`config.mk`:
```
export PLATFORM = sky130hd
export DESIGN_NAME = truth_table_sweeper
export DESIGN_NICKNAME = d
export VERILOG_FILES = /design/src/rtl/truth_table_sweeper.sv
export SDC_FILE = /design/constraint.sdc
export NUM_CORES = 1
export LEC_CHECK = 0
export CORE_ASPECT_RATIO = 0.9
export CORE_MARGIN = 3
export CORE_UTILIZATION = 30
export CTS_BUF_LIST = sky130_fd_sc_hd__clkbuf_16
export CTS_CLUSTER_SIZE = 20
export DETAILED_ROUTE_END_ITERATION = 8
export SLEW_MARGIN = 25
export SYNTH_ARGS = -nofsm -noshare
export SYNTH_HDL_FRONTEND = slang
export SYNTH_SLANG_ARGS = --single-unit
```
`constraint.sdc`:
```
create_clock -name clk -period 4.33 [get_ports clk]
set_input_delay 0.6495 -clock clk [delete_from_list [all_inputs] [get_ports clk]]
set_output_delay 0.6495 -clock clk [all_outputs]
set_load 0.02 [all_outputs]
```
`src/rtl/truth_table_sweeper.sv`:
```
// truth_table_sweeper: drives a 4-input combinational function through all
// 16 minterms, waits SETTLE_CYCLES per row, samples f_in, and compares the
// assembled truth table against EXPECTED.
// Optional feature: define TRUTH_TABLE_ERRCOUNT_EN to add the err_count output,
// which counts rows whose sample differs from EXPECTED.
module truth_table_sweeper #(
  parameter int          SETTLE_CYCLES = 2,
  parameter logic [15:0] EXPECTED      = 16'h0717
) (
  input  logic        clk,
  input  logic        rst_n,
  input  logic        start,
  input  logic        f_in,
  output logic [3:0]  abcd_out,
  output logic        busy,
  output logic        done,
  output logic [15:0] table_out,
`ifdef TRUTH_TABLE_ERRCOUNT_EN
  output logic [4:0]  err_count,
`endif
  output logic        pass
);

  localparam logic [1:0] IDLE  = 2'd0;
  localparam logic [1:0] DRIVE = 2'd1;
  localparam logic [1:0] DONE  = 2'd2;

  // Settle count at which the current row is sampled (legal 0..15).
  localparam logic [3:0] SETTLE_LAST = 4'(SETTLE_CYCLES);

  logic [1:0]  state;
  logic [3:0]  row;
  logic [3:0]  settle;
  logic [15:0] table_next;
  logic        sample;

  // The row is sampled on the edge where the settle counter has reached its limit.
  assign sample = (state == DRIVE) && (settle == SETTLE_LAST);

  // Row index doubles as the stimulus; it wraps to 0 after row 15, so the
  // stimulus is back at 0 in DONE and IDLE without extra logic.
  assign abcd_out = row;
  assign busy     = (state == DRIVE);
  assign done     = (state == DONE);

  // Table as it will look after the current sample; pass is computed from
  // this so the row-15 bit is included on the final edge.
  always_comb begin
    // NOTE: default assignment first so no path leaves table_next unassigned (no latch).
    table_next      = table_out;
    table_next[row] = f_in;
  end

  // Sweep controller: IDLE -> DRIVE (16 rows) -> DONE (one cycle) -> IDLE.
  always_ff @(posedge clk or negedge rst_n) begin
    if (!rst_n) begin
      state     <= IDLE;
      row       <= 4'd0;
      settle    <= 4'd0;
      table_out <= 16'h0000;
      pass      <= 1'b0;
    end else begin
      // NOTE: non-blocking assignments so every register updates from pre-edge values.
      case (state)
        IDLE: begin
          if (start) begin
            state     <= DRIVE;
            row       <= 4'd0;
            settle    <= 4'd0;
            table_out <= 16'h0000;
            pass      <= 1'b0;
          end
        end
        DRIVE: begin
          if (sample) begin
            table_out <= table_next;
            settle    <= 4'd0;
            row       <= row + 4'd1;
            if (row == 4'd15) begin
              state <= DONE;
              pass  <= (table_next == EXPECTED);
            end
          end else begin
            settle <= settle + 4'd1;
          end
        end
        DONE: begin
          state <= IDLE;
        end
        default: begin
          state <= IDLE;
        end
      endcase
    end
  end

`ifdef TRUTH_TABLE_ERRCOUNT_EN
  // Count rows whose sampled value disagrees with the golden table.
  always_ff @(posedge clk or negedge rst_n) begin
    if (!rst_n) begin
      err_count <= 5'd0;
    end else if ((state == IDLE) && start) begin
      err_count <= 5'd0;
    end else if (sample && (f_in != EXPECTED[row])) begin
      err_count <= err_count + 5'd1;
    end
  end
`endif

endmodule

```
### After elaboration in Yosys (flattened, before gate mapping)

Index checks and enable logic that the tools add are counted.
Widths: inputs -> output; s select.

| storage, ports and cells | value |
|---|---|
| register bits after elaboration | 27 |
| latch bits | 0 |
| bits in writable memories | 0 |
| ROM bits | 0 |
| bits of input ports | 4 |
| output and inout port bits | 23 |
| word-level logic and storage cells | 44 |
| memories kept | 0 |

| cells by class | value |
|---|---|
| add/sub/neg operators | 2 |
| multipliers | 0 |
| divide/modulo/power cells | 0 |
| magnitude comparators | 2 |
| eq/ne operators | 8 |
| shift operators | 0 |
| mux-type cells | 19 |
| bitwise gates (word level) | 0 |
| reductions and logical operators | 8 |

Operator list:

| kind | count |
|---|---|
| $mux 16 | 2 |
| $pmux 16 s2 | 1 |
| $bwmux 16 | 1 |
| $eq 16x11->1 const B | 1 |
| $pmux 4 s2 | 2 |
| $mux 4 | 3 |
| $add 4x1->4 const B | 2 |
| $mux 2 | 3 |
| $reduce_and 3->1 | 2 |
| $lt 4x5->1 const B | 1 |
| $demux 1 s4 | 1 |
| $eq 4x2->1 const B | 1 |
| $eq 4x4->1 const B | 1 |
| $ge 4x1->1 const B | 1 |
| $mux 1 | 4 |
| $ne 2x1->1 const B | 2 |
| $pmux 2 s2 | 1 |
| $reduce_and 4->1 | 1 |
| $eq 2x1->1 const B | 1 |
| $eq 2x2->1 const B | 1 |
| $logic_and 1x1->1 | 2 |
| $logic_not 2->1 | 1 |
| $ne 2x2->1 const B | 1 |
| $pmux 1 s2 | 1 |
| other kinds (2) | 2 |

### Depth between registers and ports, before layout

| logic depth | value |
|---|---|
| depth after elaboration | 9 |
| gate-level depth with buffers | 8 |
| gate-level depth less buffers | 7 |

### Worst setup path after synthesis

OpenSTA, ideal clock, no wires.

| path | value |
|---|---|
| kind | flip-flop to flip-flop |
| from | reg row[1] (netlist: abcd_out[1]) |
| to | reg pass |
| setup time | 0.066 ns |
| arrival | 1.782 ns |
| required time | 4.264 ns |
| path slack | 2.482 ns |
| stages on the path, launching flop included | 9 |
| path buffers | 1 |
| period minus slack after synthesis | 1.848 ns |
| cells stage by stage | dfrtp_1 > inv_1 > ha_1 > clkbuf_1 > nor2_1 > nor3_1 > a32oi_1 > nor4_1 > a22o_1 |

| on the way | value |
|---|---|
| longest elaborated chain between the ends | 9 |
| elaborated cells between the ends (all ways) | 13 |
| classes of those cells | order compare (2); eq/ne (3); mux (6); reduce/logical (2) |

Ends and longest elaborated chain:

| what | line | text |
|---|---|---|
| start: declaration | 32 | `logic [3:0] row;` |
| start signal: assignment | 78 | `row <= row + 4'd1;` |
| $lt 4x5->1 (not written as such) or $ge 4x1->1 (tied branches) | 51 | `table_next[row] = f_in;` |
| $logic_and 1x1->1 (not written as such) | 51 |  |
| $mux 1 (not written as such) | 51 |  |
| $demux 1 s4 | 51 |  |
| $bwmux 16 | 51 |  |
| $eq 16x11->1 | 81 | `pass <= (table_next == EXPECTED);` |
| $mux 1 | 79 | `if (row == 4'd15) begin` |
| $mux 1 | 75 | `if (sample) begin` |
| $pmux 1 s2 | 64 | `case (state)` |
| end signal: assignment | 81 |  |
| end: declaration | 21 | `output logic pass` |

Several ways; a longest one is shown, not always the timed one. The select of a mux whose other input is x is not followed.
A chain may end at the register's enable or synchronous reset.

### Worst setup path in the final report

| path | value |
|---|---|
| from | reg row[2] (netlist: abcd_out[2]) |
| to | out abcd_out[2] |

RTL lines:

| what | line | text |
|---|---|---|
| end: declaration | 14 | `output logic [3:0] abcd_out,` |

No word-level cell between the ends.

==> run_results.csv <==
group,metric,value,unit
status,outcome,"finished clean",
synthesis,synth_top_area_cell,"dfrtp_1",
drt,drtAntennaViolNets,0,
sta,maxSlewViolCount,0,
pwr,p_leak,0.833,nW
synthesis,synth_most_common_cell,"o21ai_0",
global_routing,grt_max_degree,28,
placement,dpl.hpwl,2.95,mm
synthesis,synthFlopType,"dfrtp_1",
synthesis,async_flop_share,1.00,
die,fp.dieH,75.8,µm
setup_path,cp-startpoint,"abcd_out[2]$_DFFE_PN0P_",
drt,via_per_inst,5.39,
pwr,pwr_density_cell,460,nW/µm²
cts,cts_buffers,3,
cts,cts_resized,0,
synthesis,synth.top_cell.area_share,0.416,
die,num_rows,24,
synthesis,yosys_warnings,0,
setup_path,startpoint_type,"flip-flop",
global_routing,grt_pass1_wl,6.94,mm
setup_path,path_cells,"clkdlybuf4s50_1",
synthesis,ys_ff_latch,27,
global_routing,grt_pass1_vias,1392,
sta,maxSlewHeadroom,0.475,
setup_path,path_depth,1,
synthesis,synth.distinct_cells,42,
sta,clock_skew,0.00461,ns
worst_hold_path,hp-class,"reg2reg",
die,die_width,83.5,µm
setup_path,worst_ep_arrival_time,1.72,ns
cts,clk_latency,0.26,ns
sta,rsz0062_at_grt,"false",
synthesis,synth_edf_count,0,
placement,place.gp.congestion,0.871,
cts,cts_setup_buffers,0,
die,die_area,6330,µm²
sta,setup_tns,0,ns
drt,routedWlPerCell,15.1,µm
die,start_util,0.322,
run,maxCapViolations,0,
sta,setup_viol,0,
synthesis,syn_nets,200,
worst_hold_path,hold_depth,2,
final_layout,multiInputGateArea,877,µm²
worst_hold_path,hp-start,"table_out[15]$_DFFE_PN0P_",
sta,min_period,2.37,ns
drt,vias,1483,
setup_path,cp-end-kind,"output port",
final_layout,num_antenna_cells,0,
global_routing,grt_overflow,0,
final_layout,area_growth,24.0,%
synthesis,yosysSeqAreaShare,0.416,
pwr,ir_drop,0.191,mV
setup_path,critPathTopFamily,"flip-flops",
synthesis,synthTopCellsByArea,"dfrtp_1 42%, o21ai_0 10%, ha_1 6.2%",
setup_path,cp_num_buf_inv,1,
cts,clk_pin_slew,0.07,ns
setup_path,r2r_cells,7,
sta,final_hold_viol_count,0,
cts,clock-sinks,27,
setup_path,crit_fanout,18,
cts,cts_buffer_depth,2,
synthesis,netlist_area,1620,µm²
setup_path,worst_path_max_delay_cell,"dfrtp_1",
drt,routed_wl,4.14,mm
cts,cts_root_buf,"clkbuf_16",
setup_path,critPathMaxStageDelay,0.74,ns
cts,htreeDepth,1,
global_routing,grt_usage,0.138,
global_routing,antenna_found_initial,0,
drt,drt_pre_antenna_iters,4,
synthesis,synthTopCellsByCount,"33 x o21ai_0, 27 x dfrtp_1, 22 x nand2_1, 18 x a21oi_1",
synthesis,syn_inst,188,
final_layout,nNetsFinal,223,
setup_path,crit_type,"reg2out",
die,ios,27,
final_layout,nFillCells,510,
drt,drt_iter0_markers,167,
final_layout,stdcell_area,2010,µm²
cts,cts_tree,"yes",
placement,dpl-instance-area,1930,µm²
sta,worst_pin_slew,0.785,ns
drt,drc_errors,0,
setup_path,reg2reg_from,"settle[0]$_DFFE_PN0P_",
setup_path,cp.required,3.68,ns
final_layout,seq_area,676,µm²
final_layout,drive_gt1_frac,0.0476,
die,fp.coreArea,5040,µm²
synthesis,syn_avg_cell_area,8.63,µm²
cts,ctsHoldBuffers,0,
sta,layout_worst_path_cycle_share,0.547,
placement,port_buffers,26,
sta,fmax,0.422,GHz
cells in the final DEF (no fill, tap or decap), types with 3 or more instances in the layout:
| cell | netlist | final |
|---|---|---|
| clkbuf_16 | 0 | 3 |
| dfrtp_1 | 27 | 27 |
| ha_1 | 8 | 8 |
| nor3_1 | 4 | 4 |
| clkdlybuf4s50_1 | 0 | 26 |
| mux2i_1 | 5 | 5 |
| inv_1 | 8 | 8 |
| nor2_1 | 8 | 8 |
| o31ai_1 | 4 | 4 |
| o21ai_0 | 33 | 33 |
| nand3_1 | 6 | 6 |
| nor2b_1 | 4 | 4 |
| nand2b_1 | 3 | 3 |
| a21oi_1 | 18 | 18 |
| nand2_1 | 22 | 22 |
logic make-up (layout without fill, tap and decap cells):
kind of cell             count (synthesis)  in the layout  synth area share
AO/OA/AOI/OAI                           69             69             0.251
XOR/XNOR                                 2              2            0.0108
adder cells (fa/ha/maj)                  8              8            0.0617
buffers and inverters                   17             39            0.0432
flip-flops                              27             27             0.416
multiplexers                             5              5            0.0308
AND/OR/NAND/NOR                         60             60             0.187
state kept, by name, indices dropped and copies added, names as in the netlist:
name,cells
pass,1
abcd_out,4
settle,4
state,2
table_out,16
layer usage:
metal / global-route usage / wire length, µm / up-vias / part of all wire
met5: 0 / 0 / - / 0
met4: 0.0339 / 41 / 0 / 0.0099
met3: 0.0216 / 149 / 5 / 0.036
met2: 0.217 / 1860 / 32 / 0.45
met1: 0.201 / 2090 / 732 / 0.51
li1: - / - / 714 / -
per-stage QoR:
stage / hold WS (ns) / utilization / setup slack (ns) / total power (W) / instances
finish: 0.498 / 0.399 / 1.96 / 0.000925 / 275
global route: 0.548 / 0.399 / 1.70 / 0.000999 / 275
CTS: 0.502 / 0.399 / 1.95 / 0.000928 / 275
detailed placement: 0.487 / 0.383 / 1.98 / 0.000717 / 271
global placement: 0.496 / 0.383 / 2.04 / 0.000712 / 271
floorplan: 0.354 / - / 2.48 / 0.000591 / 188
worst paths after layout:
kind	end	slack (ns)
hold / removal	table_out[15]$_DFFE_PN0P_	0.50
min in group asynchronous	abcd_out[1]$_DFFE_PN0P_	0.76
hold reg to reg	table_out[15]$_DFFE_PN0P_	0.50
setup reg to reg	table_out[13]$_DFFE_PN0P_	2.03
setup / recovery	abcd_out[2]	1.96
max in group asynchronous	table_out[7]$_DFFE_PN0P_	3.31
area by class of cell:
| cell class | count | share of cell area |
|---|---|---|
| Timing Repair Buffer | 27 | 0.133 |
| Inverter | 8 | 0.0149 |
| Tap cell | 65 | 0.0404 |
| Clock inverter | 1 | 0.00249 |
| Sequential cell | 27 | 0.336 |
| Clock buffer | 3 | 0.0373 |
| Multi-Input combinational cell | 144 | 0.436 |
where the power goes:
part / internal [W] / switching (W) / leakage, nW / total [W]
sequential: 0.000293 / 0.0000503 / 0.363 / 0.000344
clock: 0.000125 / 0.0000869 / 0.0409 / 0.000212
combinational: 0.000143 / 0.000226 / 0.429 / 0.000369
total: 0.000561 / 0.000363 / 0.833 / 0.000925
(Power assumes the default switching activity.)
==> patch 1, RTL diff (same flow settings) <==
Build with the macro `TRUTH_TABLE_ERRCOUNT_EN` defined.
--- a/src/rtl/truth_table_sweeper.sv
+++ b/src/rtl/truth_table_sweeper.sv
@@ -4,4 +4,6 @@
 // Optional feature: define TRUTH_TABLE_ERRCOUNT_EN to add the err_count output,
 // which counts rows whose sample differs from EXPECTED.
+`define TRUTH_TABLE_ERRCOUNT_EN
+
 module truth_table_sweeper #(
   parameter int          SETTLE_CYCLES = 2,
Function (old outputs only; new: err_count): kept (equiv_simple and equiv_induct, registers matched by name and starting in step).
==> patch 1 against the original RTL <==
Combinational power rose by 77%; worst setup slack got worse by 70 ps; critical path depth did not move; sequential share of layout area fell by 0.64 points; total power rose by 69%; highest routed layer unchanged; count of clock-buffer cells in the layout rose by 2; synthesized area rose by 18%; cell area rose by 21%; sequential cell count rose by 5; routed wire length rose by 11%; maximum frequency fell by 2.9%; clock skew fell by 1.3 ps.
==> patch 1: results (changes against the original RTL) <==
| Metric | Value |
|---|---|
| R2r setup slk | 2140 ps (+110 ps) |
| Net count of the finished layout | 241 (+8.1%) |
| # port buffers | 31 (+19%) |
| DPL Wire Length | 3180 um (+7.6%) |
| HP Class | input port to async pin |
| CP Max Fanout | 21 (+3) |
| H-tree levels | 2 (+1) |
| Peak VDD IR | 258 uV (+35%) |
| GP Congestion | 0.754 (-13%) |
| Layout cells sized above 1 | 0.0833 (+0.0357) |
| Status | completed |
| Critical path arrival | 1790 ps (+70 ps) |
| Seq/Total Area, Yosys | 0.420 (+0.00360) |
| Number of global-route vias before repair | 1,504 (+8.0%) |
| Clk Latency, worst-skew pair | 280 ps (+20 ps) |
| Post-Synth Adder-Cell Area | 0.0656 (+0.00394) |
| Worst r2r dst | err_count[3]$_DFFE_PN0P_ |
| Vias after detailed routing | 1,571 (+5.9%) |
| LEAKAGE | 1.04 nW (+25%) |
| Largest cells by area after synthesis | dfrtp_1 (42%), mux2i_1 (8.4%), ha_1 (6.6%), o21ai_1 (4.5%), nand3_1 (4.2%) |
| Total wire length | 4600 um (+11%) |
| Total Routing Usage GR | 0.132 (-0.00550) |
| CTS buffer count | 5 (+2) |
| Top cells by count, synth | dfrtp_1 (32), nand2_1 (19), o21ai_1 (17), mux2i_1 (16), nand3_1 (16) |
| Clock skew | 3.33 ps (-1.27 ps) |
| Largest net degree at the start of global routing | 31 (+11%) |
| Compound-cell area share of the yosys netlist | 0.115 (-0.135) |
| Mux contribution to synthesized area | 0.0919 (+0.0610) |
| Global-route wire length before repair | 7790 um (+12%) |
| CP max stage delay | 780 ps (+40 ps) |
patch 1: changes by cell type after synthesis, sizes merged, moves of 4 or more:
cell | unedited run | this run
inv | 8 | 4
nand2 | 23 | 19
o21ai | 35 | 29
nand4 | 1 | 5
dfrtp | 27 | 32
mux2i | 5 | 16
nand3b | 0 | 7
nor3b | 0 | 6
nand3 | 6 | 16
buf | 3 | 9
a21oi | 18 | 4
patch 1: per-stage QoR:
| step | instances | hold WS [ps] | total power, mW | setup WS [ps] |
|---|---|---|---|---|
| after floorplan | 200 | 354 | 0.946 | 2340 |
| after CTS | 312 | 378 | 1.58 | 1880 |
| final | 312 | 355 | 1.57 | 1890 |
| after global placement | 304 | 496 | 1.16 | 1860 |
| after global routing | 312 | 404 | 1.68 | 1810 |
| after detailed placement | 304 | 510 | 1.17 | 1850 |
patch 1: layer usage:
metal,vias to the layer above,share of wire,global-route usage
met1,768,0.50,0.183
met4,0,0.0070,0.0352
met3,4,0.050,0.0403
met5,-,0,0
li1,769,-,-
met2,30,0.44,0.202
patch 1: area by class of cell:
type,instances,area [um2]
Sequential cell,32,801
Clock buffer,5,125
Fill cell,622,3490
Tap cell,84,105
Clock inverter,3,42.5
Timing Repair Buffer,33,320
Multi-Input combinational cell,151,1020
Inverter,4,15.0
patch 1: power breakdown:
| part | switching (mW) | internal [mW] |
|---|---|---|
| registers | 0.130 | 0.382 |
| logic | 0.361 | 0.291 |
| clock network | 0.132 | 0.270 |
| total | 0.623 | 0.943 |
==> patch 2, RTL diff (config.mk and constraints unchanged) <==
Without the edit above. Put a register stage on the outputs `busy` and `done`, with the module's reset. The values now appear one clock later. The other outputs are not delayed to match.
--- a/src/rtl/truth_table_sweeper.sv
+++ b/src/rtl/truth_table_sweeper.sv
@@ -41,6 +41,13 @@
   // stimulus is back at 0 in DONE and IDLE without extra logic.
   assign abcd_out = row;
-  assign busy     = (state == DRIVE);
-  assign done     = (state == DONE);
+  always_ff @(posedge clk or negedge rst_n) begin
+    if (!rst_n) begin
+      busy <= '0;
+      done <= '0;
+    end else begin
+      busy <= (state == DRIVE);
+      done <= (state == DONE);
+    end
+  end
 
   // Table as it will look after the current sample; pass is computed from
Formal check against the unedited RTL: not equivalent (a bounded check fails within 4 cycles, from zero or initial values and one cycle with rst_n low).
==> patch 2 against the original RTL <==
Synthesized area decreased by 2.2%; count of clock-buffer cells in the layout increased by 2; sequential cell count increased by 2; worst setup slack got worse by 110 ps; routed wire length decreased by 7.0%; cell area increased by 0.31%; die area decreased by 2.0%; largest cell class unchanged.
Power is not compared: it rests on default switching activity, and its combinational part moved more than twofold at a synthesized area within 25%.
==> patch 2: results (changes against the original RTL) <==
| Metric | Value |
|---|---|
| Largest cells by area after synthesis | dfrtp_1 (46%), o21ai_0 (8.5%), ha_1 (5.5%), nand2_1 (4.3%), a21oi_1 (4.1%) |
| Clock slew at reported path FFs | 50 ps (-20 ps) |
| Global-route wire length before repair | 6540 um (-5.8%) |
| Status | completed |
| Synth top area share | 0.457 (+0.0407) |
| Clock skew | 4.08 ps (-0.532 ps) |
| DPL Wire Length | 2640 um (-11%) |
| Inst Count DP | 254 (-6.3%) |
| CTS buffer count | 5 (+2) |
| H-tree levels | 2 (+1) |
| Clk Latency, worst-skew pair | 280 ps (+20 ps) |
| Number of global-route vias before repair | 1,329 (-4.5%) |
| Layout cells sized above 1 | 0.0660 (+0.0184) |
| Distinct cells, synth | 33 (-21%) |
| Fill cells | 511 (+0.20%) |
| CP Max Fanout | 15 (-3) |
| Largest net degree at the start of global routing | 30 (+7.1%) |
| GP Congestion | 0.793 (-8.9%) |
| Total wire length | 3850 um (-7.0%) |
| Placed cell area | 0.00188 mm2 (-2.9%) |
| Worst-Margin Slew | 617 ps (-168 ps) |
| Syn Nets | 184 (-8.0%) |
| Vias per inst | 5.05 (-6.3%) |
| Total Routing Usage GR | 0.143 (+0.00494) |
| Net count of the finished layout | 207 (-7.2%) |
| Main flop type after synthesis | dfrtp_1 |
| Vias after detailed routing | 1,324 (-11%) |
| Critical path arrival | 2660 ps (+940 ps) |
| Seq/Total Area, Yosys | 0.457 (+0.0407) |
| Pre-CTS setup slack | 1570 ps (-408 ps) |
==> patch 2: worst paths after layout <==
| check | start | end | slack, ps | cells after the start |
|---|---|---|---|---|
| worst max-delay path | f_in | pass$_DFFE_PN0P_ | 1860 | 6 |
| worst min-delay path | state[0]$_DFFE_PN0P_ | done$_DFF_PN0_ | 470 | 1 |
| worst max register to register | settle[0]$_DFFE_PN0P_ | table_out[0]$_DFFE_PN0P_ | 2090 | 7 |
| worst min register to register | state[0]$_DFFE_PN0P_ | done$_DFF_PN0_ | 470 | 1 |
| max in group asynchronous | rst_n | abcd_out[2]$_DFFE_PN0P_ | 3300 | 2 |
| min in group asynchronous | rst_n | table_out[3]$_DFFE_PN0P_ | 750 | 2 |
==> patch 2: kinds of logic (layout without fill, tap and decap cells) <==
family                   after synthesis  in the layout  share of synthesized area
AO/OA/AOI/OAI                         53             53                      0.190
XOR/XNOR                               2              2                     0.0110
adder cells (fa/ha/maj)                7              7                     0.0552
buffers and inverters                 17             41                     0.0528
flip-flops                            29             29                      0.457
multiplexers                           6              6                     0.0378
AND/OR/NAND/NOR                       59             59                      0.196
==> patch 2: final cells by class <==
type                    instances  area, um2  area share
clock buffers                   5        125      0.0620
clock inverters                 3       17.5     0.00868
flip-flops and latches         29        726       0.360
well taps                      65       81.3      0.0403
multi-input cells             127        778       0.386
repair buffers                 27        268       0.133
inverters                       6       22.5      0.0112
==> patch 2: critical path, cell delays in order <==
cell	delay, ps
clkdlybuf4s50_1	790
or4b_1	480
o31ai_1	80
a21oi_1	90
or3_1	330
o31ai_2	240
==> patch 2: routing by layer <==
layer | GRT usage | share of wire
met1 | 0.203 | 0.48
met2 | 0.204 | 0.44
met3 | 0.0383 | 0.056
met4 | 0.0635 | 0.018
met5 | 0 | 0
